[src/rtl/instr_encoder_loader.sv]
// Encodes RV32I instruction descriptors and streams them into instruction memory.
// Optional feature macro: IMM_RANGE_CHECK_EN adds a sticky err_imm immediate range flag.
module instr_encoder_loader #(
    parameter int unsigned ADDR_W = 8,
    parameter int unsigned DEPTH  = 256
) (
    input  logic              clk,
    input  logic              rst,
    input  logic              start,
    input  logic [ADDR_W-1:0] base_addr,
    input  logic              in_valid,
    output logic              in_ready,
    input  logic [2:0]        in_fmt,
    input  logic [4:0]        in_rd,
    input  logic [4:0]        in_rs1,
    input  logic [4:0]        in_rs2,
    input  logic [2:0]        in_funct3,
    input  logic [6:0]        in_funct7,
    input  logic [20:0]       in_imm,
    input  logic              in_last,
    output logic              imem_we,
    output logic [ADDR_W-1:0] imem_addr,
    output logic [31:0]       imem_wdata,
    output logic              busy,
    output logic              done,
    output logic [ADDR_W:0]   word_count,
    output logic              err_fmt,
    output logic              err_full
`ifdef IMM_RANGE_CHECK_EN
    ,
    output logic              err_imm
`endif
);

    localparam int unsigned CNT_W = ADDR_W + 1;
    localparam logic [CNT_W-1:0] DEPTH_CNT = CNT_W'(DEPTH);

    localparam logic [1:0] S_IDLE = 2'd0;
    localparam logic [1:0] S_RUN  = 2'd1;
    localparam logic [1:0] S_DONE = 2'd2;

    localparam logic [6:0] OP_R    = 7'b0110011;
    localparam logic [6:0] OP_I    = 7'b0010011;
    localparam logic [6:0] OP_L    = 7'b0000011;
    localparam logic [6:0] OP_S    = 7'b0100011;
    localparam logic [6:0] OP_B    = 7'b1100011;
    localparam logic [6:0] OP_JAL  = 7'b1101111;
    localparam logic [6:0] OP_JALR = 7'b1100111;

    logic [1:0]       state;
    logic [1:0]       state_next;
    logic [ADDR_W-1:0] base;
    logic [CNT_W-1:0] count_next_c;
    logic [31:0]      enc_c;
    logic             legal_c;
    logic             xfer_c;
    logic             full_c;

    assign xfer_c = in_valid && in_ready;

    // Field packing per instruction format; fmt 7 has no encoding
    always_comb begin
        enc_c   = '0;
        legal_c = 1'b1;
        case (in_fmt)
            3'd0: enc_c = {in_funct7, in_rs2, in_rs1, in_funct3, in_rd, OP_R};
            3'd1: enc_c = {in_imm[11:0], in_rs1, in_funct3, in_rd, OP_I};
            3'd2: enc_c = {in_imm[11:5], in_rs2, in_rs1, in_funct3, in_imm[4:0], OP_S};
            3'd3: enc_c = {in_imm[11:0], in_rs1, in_funct3, in_rd, OP_L};
            3'd4: enc_c = {in_imm[12], in_imm[10:5], in_rs2, in_rs1, in_funct3,
                           in_imm[4:1], in_imm[11], OP_B};
            3'd5: enc_c = {in_imm[20], in_imm[10:1], in_imm[11], in_imm[19:12], in_rd, OP_JAL};
            3'd6: enc_c = {in_imm[11:0], in_rs1, 3'b000, in_rd, OP_JALR};
            default: legal_c = 1'b0;
        endcase
    end

`ifdef IMM_RANGE_CHECK_EN
    logic imm_bad_c;

    // Upper bits must be a pure sign extension; branch/jump offsets must be even
    always_comb begin
        imm_bad_c = 1'b0;
        case (in_fmt)
            3'd1, 3'd2, 3'd3, 3'd6:
                imm_bad_c = !((&in_imm[20:11]) || !(|in_imm[20:11]));
            3'd4: imm_bad_c = !((&in_imm[20:12]) || !(|in_imm[20:12])) || in_imm[0];
            3'd5: imm_bad_c = in_imm[0];
            default: imm_bad_c = 1'b0;
        endcase
    end
`else
    logic imm_lsb_unused;
    assign imm_lsb_unused = in_imm[0];
`endif

    always_ff @(posedge clk or posedge rst) begin
        if (rst) state <= S_IDLE;
        else     state <= state_next;
    end

    always_comb begin
        state_next = state;
        full_c     = 1'b0;
        case (state)
            S_IDLE: if (start) state_next = S_RUN;
            S_RUN: begin
                if (xfer_c && in_last) begin
                    state_next = S_DONE;
                end else if (word_count >= DEPTH_CNT) begin
                    state_next = S_DONE;
                    full_c     = 1'b1;
                end
            end
            S_DONE:  state_next = S_IDLE;
            default: state_next = S_IDLE;
        endcase
    end

    always_comb begin
        count_next_c = word_count;
        if (state == S_IDLE && start)  count_next_c = '0;
        else if (xfer_c && legal_c)    count_next_c = word_count + CNT_W'(1);
    end

    // Write pipeline: address uses the pre-increment count of the accepted descriptor
    always_ff @(posedge clk or posedge rst) begin
        if (rst) begin
            in_ready   <= 1'b0;
            imem_we    <= 1'b0;
            imem_addr  <= '0;
            imem_wdata <= '0;
            busy       <= 1'b0;
            done       <= 1'b0;
            word_count <= '0;
            err_fmt    <= 1'b0;
            err_full   <= 1'b0;
            base       <= '0;
        end else begin
            in_ready   <= (state_next == S_RUN) && (count_next_c < DEPTH_CNT);
            imem_we    <= xfer_c && legal_c;
            busy       <= (state_next != S_IDLE);
            done       <= (state_next == S_DONE);
            word_count <= count_next_c;
            if (state == S_IDLE && start) begin
                base     <= base_addr;
                err_fmt  <= 1'b0;
                err_full <= 1'b0;
            end else begin
                if (xfer_c && legal_c) begin
                    imem_addr  <= base + word_count[ADDR_W-1:0];
                    imem_wdata <= enc_c;
                end
                if (xfer_c && !legal_c) err_fmt  <= 1'b1;
                if (full_c)             err_full <= 1'b1;
            end
        end
    end

`ifdef IMM_RANGE_CHECK_EN
    always_ff @(posedge clk or posedge rst) begin
        if (rst)                         err_imm <= 1'b0;
        else if (state == S_IDLE && start) err_imm <= 1'b0;
        else if (xfer_c && imm_bad_c)    err_imm <= 1'b1;
    end
`endif

endmodule
[config.mk]
export PLATFORM = sky130hd
export DESIGN_NAME = instr_encoder_loader
export DESIGN_NICKNAME = d
export VERILOG_FILES = /design/src/rtl/instr_encoder_loader.sv
export SDC_FILE = /design/constraint.sdc
export NUM_CORES = 1
export LEC_CHECK = 0
export ABC_AREA = 1
export CAP_MARGIN = 10
export CORE_MARGIN = 3
export CORE_UTILIZATION = 47
export CTS_CLUSTER_SIZE = 16
export DETAILED_ROUTE_END_ITERATION = 8
export PLACE_DENSITY = 0.83
export SLEW_MARGIN = 25
export SYNTH_ARGS = -nofsm -noshare
export SYNTH_HDL_FRONTEND = slang
export SYNTH_SLANG_ARGS = --single-unit
export TNS_END_PERCENT = 20
[constraint.sdc]
create_clock -name clk -period 4.21 [get_ports clk]
set_clock_uncertainty 0.2 [all_clocks]
set_input_delay 1.0525 -clock clk [delete_from_list [all_inputs] [get_ports clk]]
set_output_delay 1.0525 -clock clk [all_outputs]
set_load 0.005 [all_outputs]
Word-level counts from Yosys, hierarchy flattened. Index checks and enable logic that the tools add are counted.

Equal/unequal tests: 9. Muxes and demuxes: 15. Add/sub/neg operators: 2. Bitwise logic cells: 1. Reductions and logical operators: 14. $lt $le $gt $ge: 2.

Operator list (count): 32-bit one-hot mux with 7 select lines (1); 9-bit 2-to-1 mux (2); 9-bit by 1-bit adder with 9-bit output (second input constant) (1); 3-bit == test (second input constant) (3); 9-bit >= comparator (second input constant) (1); 9-bit less-than comparator (second input constant) (1); 8-bit adder (1); 1-bit 2-to-1 mux (8); 7-bit OR reduction (1); 3-bit by 2-bit == test with 1-bit output (second input constant) (2); 1-bit logical AND (6); 2-bit 2-to-1 mux (3); 2-bit nonzero test (3); 2-bit by 1-bit == test with 1-bit output (second input constant) (2); 2-bit one-hot mux with 2 select lines (1); 3-bit by 1-bit == test with 1-bit output (second input constant) (1); 3-bit zero test (1); 2-bit == test (second input constant) (1); 2-bit zero test (1); 2-bit AND reduction (1); 1-bit zero test (1); 1-bit inverter (1).

Output and inout bits: 55. Flip-flop bits (word level): 65. Logic and storage cells: 54.

Longest topological paths before layout. Gate-level depths: netlist (run 1).

Depth after elaboration: 8. Depth in mapped cells: 11.

Least setup slack after synthesis (run 1). OpenSTA, ideal clock, no wires.

Path type: input port to flip-flop. From: in in_fmt[0]. To: reg imem_wdata[20]. Cell stages on the path: 11. Data required time: 3.893 ns. Setup time: 0.117 ns. Path slack: 1.934 ns. Arrival time: 1.959 ns. Path buffers: 3. Path through: buf_6 nand2_2 inv_2 nand2_4 nand2_4 nor2_4 buf_6 buf_6 nand2_1 nor2_1 nor2_1.

Word-level cells in the longest chain between the ends: 5.

Ends and longest elaborated chain: start: declaration (RTL line 13) `input logic [2:0] in_fmt,`; 3-bit == test, or another cell as far along (RTL line 65) `case (in_fmt)`; 7-bit OR reduction (no line); 1-bit 2-to-1 mux (RTL line 65); 1-bit logical AND (RTL line 150) `if (xfer_c && legal_c) begin`; 2-bit AND reduction (no line); end signal: assignment (RTL line 152) `imem_wdata <= enc_c;`; end: declaration (RTL line 23) `output logic [31:0] imem_wdata,`.

Several ways; a longest one is shown, not always the timed one. A chain may end at the register's enable or synchronous reset.

Worst setup path in the final report (run 1).
From: in in_fmt[2]. To: reg imem_wdata[2].

Same word-level chain as after synthesis.

==> results of run 1 <==
## cell families (layout without fill, tap and decap cells)
family,count (synthesis),count (layout),synth area share
AO/OA/AOI/OAI,57,57,0.09222
flip-flops,64,64,0.4858
AND/OR/NAND/NOR,224,224,0.2835
buffers and inverters,61,183,0.08766
XOR/XNOR,4,4,0.01063
adder cells (fa/ha/maj),10,10,0.04023
## worst max-delay path by stage
| stage | endpoint | slack, ns | startpoint |
|---|---|---|---|
| CTS | imem_wdata[2] | 1.05 | in_fmt[2] |
| global route | imem_wdata[2] | 0.80 | in_fmt[2] |
| global placement | imem_wdata[2] | 0.80 | in_fmt[2] |
| finish | imem_wdata[2] | 1.03 | in_fmt[2] |
| floorplan | base[0] | 1.36 | rst |
| detailed placement | imem_wdata[2] | 0.69 | in_fmt[2] |
## power by group through the flow
stage	logic [mW]	registers (mW)	clock network, mW
after floorplan	0.501	1.02	0
after global placement	1.06	1.02	0
after detailed placement	1.09	1.03	0
after CTS	1.10	1.02	0.596
after global routing	1.21	1.05	0.621
final	1.09	1.02	0.586
## registers in the layout (all words and copies together) (netlist names)
signal,cells
imem_wdata,31
word_count,9
base,8
imem_addr,8
state,2
busy,1
done,1
err_fmt,1
err_full,1
imem_we,1
in_ready,1
## cells in the mapped netlist
| library cell | count | area [sq um] |
|---|---|---|
| xnor2_1 | 4 | 35.03 |
| nand2_1 | 127 | 476.7 |
| o21ai_1 | 7 | 35.03 |
| buf_6 | 6 | 67.56 |
| nand3_1 | 35 | 175.2 |
| a21oi_1 | 21 | 105.1 |
| nand2_2 | 1 | 6.260 |
| inv_2 | 2 | 7.510 |
| nor2_1 | 49 | 183.9 |
| nand4_1 | 4 | 25.02 |
| a32o_1 | 1 | 10.01 |
| or2_1 | 1 | 6.260 |
| o22ai_1 | 1 | 6.260 |
| inv_1 | 45 | 168.9 |
| a22oi_1 | 1 | 7.510 |
| ha_1 | 9 | 112.6 |
| buf_4 | 3 | 22.52 |
| nand2_4 | 2 | 22.52 |
| nand3b_1 | 1 | 7.510 |
| nor3b_1 | 1 | 7.510 |
| or2_0 | 1 | 6.260 |
| a31oi_1 | 8 | 50.05 |
| buf_2 | 3 | 15.01 |
| nor2_2 | 1 | 6.260 |
| clkbuf_1 | 2 | 7.510 |
| dfrtp_1 | 64 | 1602 |
| nor2_4 | 1 | 11.26 |
| o21ai_0 | 18 | 90.09 |
| fa_1 | 1 | 20.02 |
## per-layer routing
layer | up-vias | track usage
li1 | 1568 | -
met1 | 1492 | 0.2989
met2 | 126 | 0.3885
met3 | 19 | 0.04925
met4 | 0 | 0.1034
met5 | - | 0
## layout make-up
cell class                      instances  area [sq um]  share of cell area
Timing Repair Buffer                  120          1204              0.2548
Sequential cell                        64          1602              0.3390
Clock buffer                           10         137.6             0.02913
Tap cell                               93         116.4             0.02463
Inverter                               47         176.4             0.03734
Clock inverter                          6         82.58             0.01748
Multi-Input combinational cell        295          1406              0.2977
## critical path, stage by stage
cell	delay, ns
clkdlybuf4s50_1	0.68
nand2_4	0.28
nand2_4	0.11
nor2_4	0.49
inv_2	0.30
nor2_1	0.19
a21oi_1	0.08
==> impl_metrics.env, run 1 <==
export IMPL_fill_cells=521
export IMPL_r2r_end="imem_wdata[2]"
export IMPL_grt_pass1_vias=3249
export IMPL_hpwl_um=6863
export IMPL_place_gp_congestion=0.8847
export IMPL_final_hold_violation_count=0
export IMPL_switching_power_mw=0.8883
export IMPL_core_area_sq_um=6568
export IMPL_cts_tree="done"
export IMPL_pre_cts_slack_ns=0.6926
export IMPL_rr_worst_depth=7
export IMPL_min_to="base[6]"
export IMPL_period_needed_ns=3.182
export IMPL_setup_ws_ns=1.028
export IMPL_start_kind="input pin"
export IMPL_cp_required_ns=4.24
export IMPL_cts_resized=0
export IMPL_fin_area_sq_um=4725
export IMPL_diodes=0
export IMPL_p_per_area_nw_per_um2=570.6
export IMPL_cp_arrival_ns=3.21
export IMPL_port_buffers=116
export IMPL_wl_met2_um=4393
export IMPL_finalSetupTns_ns=0
export IMPL_yosysSeqAreaShare=0.4858
export IMPL_cts_sinks=64
export IMPL_period_share=0.7558
export IMPL_grt_use_total=0.2350
export IMPL_utilization=0.7194
export IMPL_path_clk_slew_ns=0.07
export IMPL_p_comb_frac=0.403
export IMPL_die_w_um=89.76
export IMPL_route_detailed_drc=0
export IMPL_leakagePower_nw=2.260
export IMPL_synth_area_sq_um=3297
export IMPL_layout_common_cells="nand2_1, clkdlybuf4s50_1, dfrtp_1, nor2_1, inv_1"
export IMPL_initial_core_util=0.5020
export IMPL_slew_viol_final=0
export IMPL_drt_wl_total_um=9096
export IMPL_status="complete, no violations"
export IMPL_die_h_um=89.76
export IMPL_hold_depth=2
export IMPL_rrSetupSlack_ns=2.09
export IMPL_syn_nets=492
export IMPL_hp_class="register to register"
export IMPL_num_vias=3205
export IMPL_final_common_cell="nand2_1"
export IMPL_area_delta_synth_final_pct=43.30
export IMPL_routedWlPerCell_um=14.32
export IMPL_critPathCaptureType="register"
export IMPL_power_frac_clock=0.217
export IMPL_ant_nets=0
export IMPL_root_buffer="clkbuf_8"
export IMPL_final_cells=635
export IMPL_highest_layer="met4"
export IMPL_synth_area_per_cell_sq_um=7.850
export IMPL_postSynthCellCount=420
export IMPL_internal_power_mw=1.807
export IMPL_h_tree_depth=3
export IMPL_vias_per_cell=5.047
export IMPL_drv_max_cap_violation_count=0
export IMPL_seqPwrFrac=0.379
export IMPL_hold_buffers=0
export IMPL_drt_met1_wl_um=3933
export IMPL_final_nets=609
export IMPL_post_dp_cell_area_sq_um=4504
export IMPL_layout_drive_gt1_share=0.05166
export IMPL_worst_pin_slew_ns=0.6172
export IMPL_switching_share=0.3295
export IMPL_finalPower_mw=2.696
export IMPL_yosys_warnings=0
export IMPL_ys_ff_latch=64
export IMPL_drtPass1Iterations=4
export IMPL_initialDrtViolationCount=199
export IMPL_slew_headroom=0.5876
export IMPL_min_from="base[6]"
export IMPL_grt_pass1_wl_um=15440
export IMPL_vdd_drop_max_mv=0.2937
export IMPL_fmax_mhz=314.3
export IMPL_die_area_sq_um=8056
export IMPL_whs_ns=0.2823
export IMPL_std_cell_rows=29
export IMPL_post_cts_setup_buffer_count=0
export IMPL_wl_met3_um=538
export IMPL_rsz0062_at_grt="no"
export IMPL_clockBufferDepth=2
export IMPL_crit_fanout=27
export IMPL_grt_max_degree=31
export IMPL_antenna_found_initial=0
export IMPL_numCtsBuffers=9
export IMPL_ys_types=29
export IMPL_grt_overflow=0
export IMPL_rr_startpoint="in_ready"
export IMPL_io_pins=117
export IMPL_setup_viol=0
export IMPL_placed_cells=619
export IMPL_clk_latency_ns=0.34
export IMPL_path_class="input pin to register"
Power figures use the tool's default switching activity.
==> run 2, diff against run 1 <==
Settings changed: CORE_UTILIZATION 47 to 41, PLACE_DENSITY 0.83 to 0.77.
Clock period 4.21 ns to 2.9 ns, I/O delays scaled along.
==> run 2 against run 1 <==
Effect of this change: flip-flop and latch count unchanged; clock power rose by 20%; routed wire length up 2.6%; critical path type unchanged; highest routed layer unchanged.
==> impl_metrics.env, run 2 (synthesized netlist as in run 1, its figures left out) <==
export IMPL_place_gp_congestion=0.8866
export IMPL_reg_top3="imem_wdata x31, word_count x9"
export IMPL_grt_max_degree=37
export IMPL_finalSetupTns_ns=0
export IMPL_final_nets=612
export IMPL_fmax_mhz=427.3
export IMPL_drv_max_cap_violation_count=0
export IMPL_cts_resized=0
export IMPL_vias_per_cell=4.930
export IMPL_root_buffer="clkbuf_8"
export IMPL_period_needed_ns=2.340
export IMPL_drtPass1Iterations=5
export IMPL_slew_headroom=0.6597
export IMPL_top_register="imem_wdata"
export IMPL_path_clk_slew_ns=0.06
export IMPL_placed_cells=631
export IMPL_critPathSlowestCell="clkdlybuf4s50_1"
export IMPL_rsz0062_at_grt="no"
export IMPL_hpwl_um=7054
export IMPL_fill_cells=694
export IMPL_die_w_um=95.68
export IMPL_numCtsBuffers=9
export IMPL_core_area_sq_um=7767
export IMPL_cpMostUsedCell="nand2_1"
export IMPL_cp_required_ns=2.98
export IMPL_cts_tree="done"
export IMPL_initial_core_util=0.4245
export IMPL_fin_area_sq_um=4711
export IMPL_ant_nets=0
export IMPL_leakagePower_nw=2.251
export IMPL_io_pins=117
export IMPL_layout_drive_gt1_share=0.04972
export IMPL_final_common_cell="nand2_1"
export IMPL_route_detailed_drc=0
export IMPL_clockBufferDepth=2
export IMPL_start_kind="input pin"
export IMPL_p_per_area_nw_per_um2=799.8
export IMPL_grt_overflow=0
export IMPL_path_cells="clkdlybuf4s50_1 -> buf_4 -> nand3_1 -> inv_1 -> nand2_1 -> nand2_1 -> nor2_1 -> nand3_1 -> nand2_1 -> inv_1"
export IMPL_diodes=0
export IMPL_port_buffers=116
export IMPL_setup_viol=0
export IMPL_clk_latency_ns=0.34
export IMPL_cts_sinks=64
export IMPL_largest_reg_flops=31
export IMPL_drt_wl_total_um=9332
export IMPL_crit_fanout=11
export IMPL_h_tree_depth=3
export IMPL_area_delta_synth_final_pct=42.88
export IMPL_worst_pin_slew_ns=0.5099
export IMPL_num_vias=3180
export IMPL_critPathMaxStageDelay_ns=0.65
export IMPL_antenna_found_initial=0
export IMPL_status="complete, no violations"
export IMPL_grt_pass1_wl_um=15340
export IMPL_period_share=0.8070
export IMPL_post_dp_cell_area_sq_um=4538
export IMPL_post_cts_setup_buffer_count=0
export IMPL_grt_use_total=0.2184
export IMPL_die_h_um=95.68
export IMPL_cp_arrival_ns=2.42
export IMPL_critPathCaptureType="register"
export IMPL_routedWlPerCell_um=14.47
export IMPL_slew_viol_final=0
export IMPL_layout_common_cells="nand2_1, clkdlybuf4s50_1, dfrtp_1, nor2_1, inv_1"
export IMPL_initialDrtViolationCount=184
export IMPL_path_class="input pin to register"
export IMPL_die_area_sq_um=9154
export IMPL_final_cells=645
export IMPL_std_cell_rows=32
export IMPL_grt_pass1_vias=3201
export IMPL_hold_buffers=0
export IMPL_hp_class="register to register"
export IMPL_final_hold_violation_count=0
export IMPL_vdd_drop_max_mv=0.3394
## run 2: final timing paths
kind	slack, ns	endpoint	depth (start not counted)	from
setup / recovery	0.56	imem_wdata[31]	10	in_fmt[2]
hold / removal	0.28	base[4]	2	base[4]
setup reg to reg	1.02	word_count[1]	6	state[1]
hold reg to reg	0.28	base[4]	2	base[4]
max in group asynchronous	1.57	base[4]	3	rst
min in group asynchronous	0.60	imem_wdata[25]	3	rst
## run 2: through the flow
| stage | total power [mW] | utilization | worst slack [ns] | hold WS [ns] |
|---|---|---|---|---|
| 2_1_floorplan | 2.208 | - | 0.3769 | 0.2459 |
| 3_3_place_gp | 3.034 | 0.5842 | 0.2790 | 0.2637 |
| 3_5_place_dp | 3.088 | 0.5842 | 0.2230 | 0.2731 |
| 4_1_cts | 3.799 | 0.6065 | 0.5551 | 0.2891 |
| 5_1_grt | 4.071 | 0.6065 | 0.4148 | 0.3068 |
| 6_report | 3.768 | 0.6065 | 0.5598 | 0.2847 |
## run 2: cell type report
| cell class | instances | area, sq um | area share |
|---|---|---|---|
| Clock buffer | 14 | 172.7 | 0.03665 |
| Inverter | 47 | 176.4 | 0.03745 |
| Multi-Input combinational cell | 295 | 1406 | 0.2985 |
| Sequential cell | 64 | 1602 | 0.3400 |
| Timing Repair Buffer | 123 | 1226 | 0.2603 |
| Tap cell | 102 | 127.6 | 0.02709 |
## run 2: layer usage
metal / share of wire / wire [um] / track usage / vias to the layer above
met5: 0 / 0 / 0 / -
met4: 0.022 / 205 / 0.08531 / 0
met3: 0.070 / 655 / 0.05130 / 15
met2: 0.48 / 4456 / 0.3671 / 111
met1: 0.43 / 4014 / 0.2706 / 1483
li1: - / - / - / 1571
## run 2: worst max-delay path, delay by kind of cell
family	cells	cell delay (ns)
AND/OR/NAND/NOR	6	0.44
buffers and inverters	4	1.25
## run 2: power by group
part           total (mW)  switching (mW)  leakage [nW]  internal, mW
registers            1.48           0.229         0.781          1.25
clock network       0.703           0.330        0.0886         0.372
logic                1.59           0.709          1.38         0.876
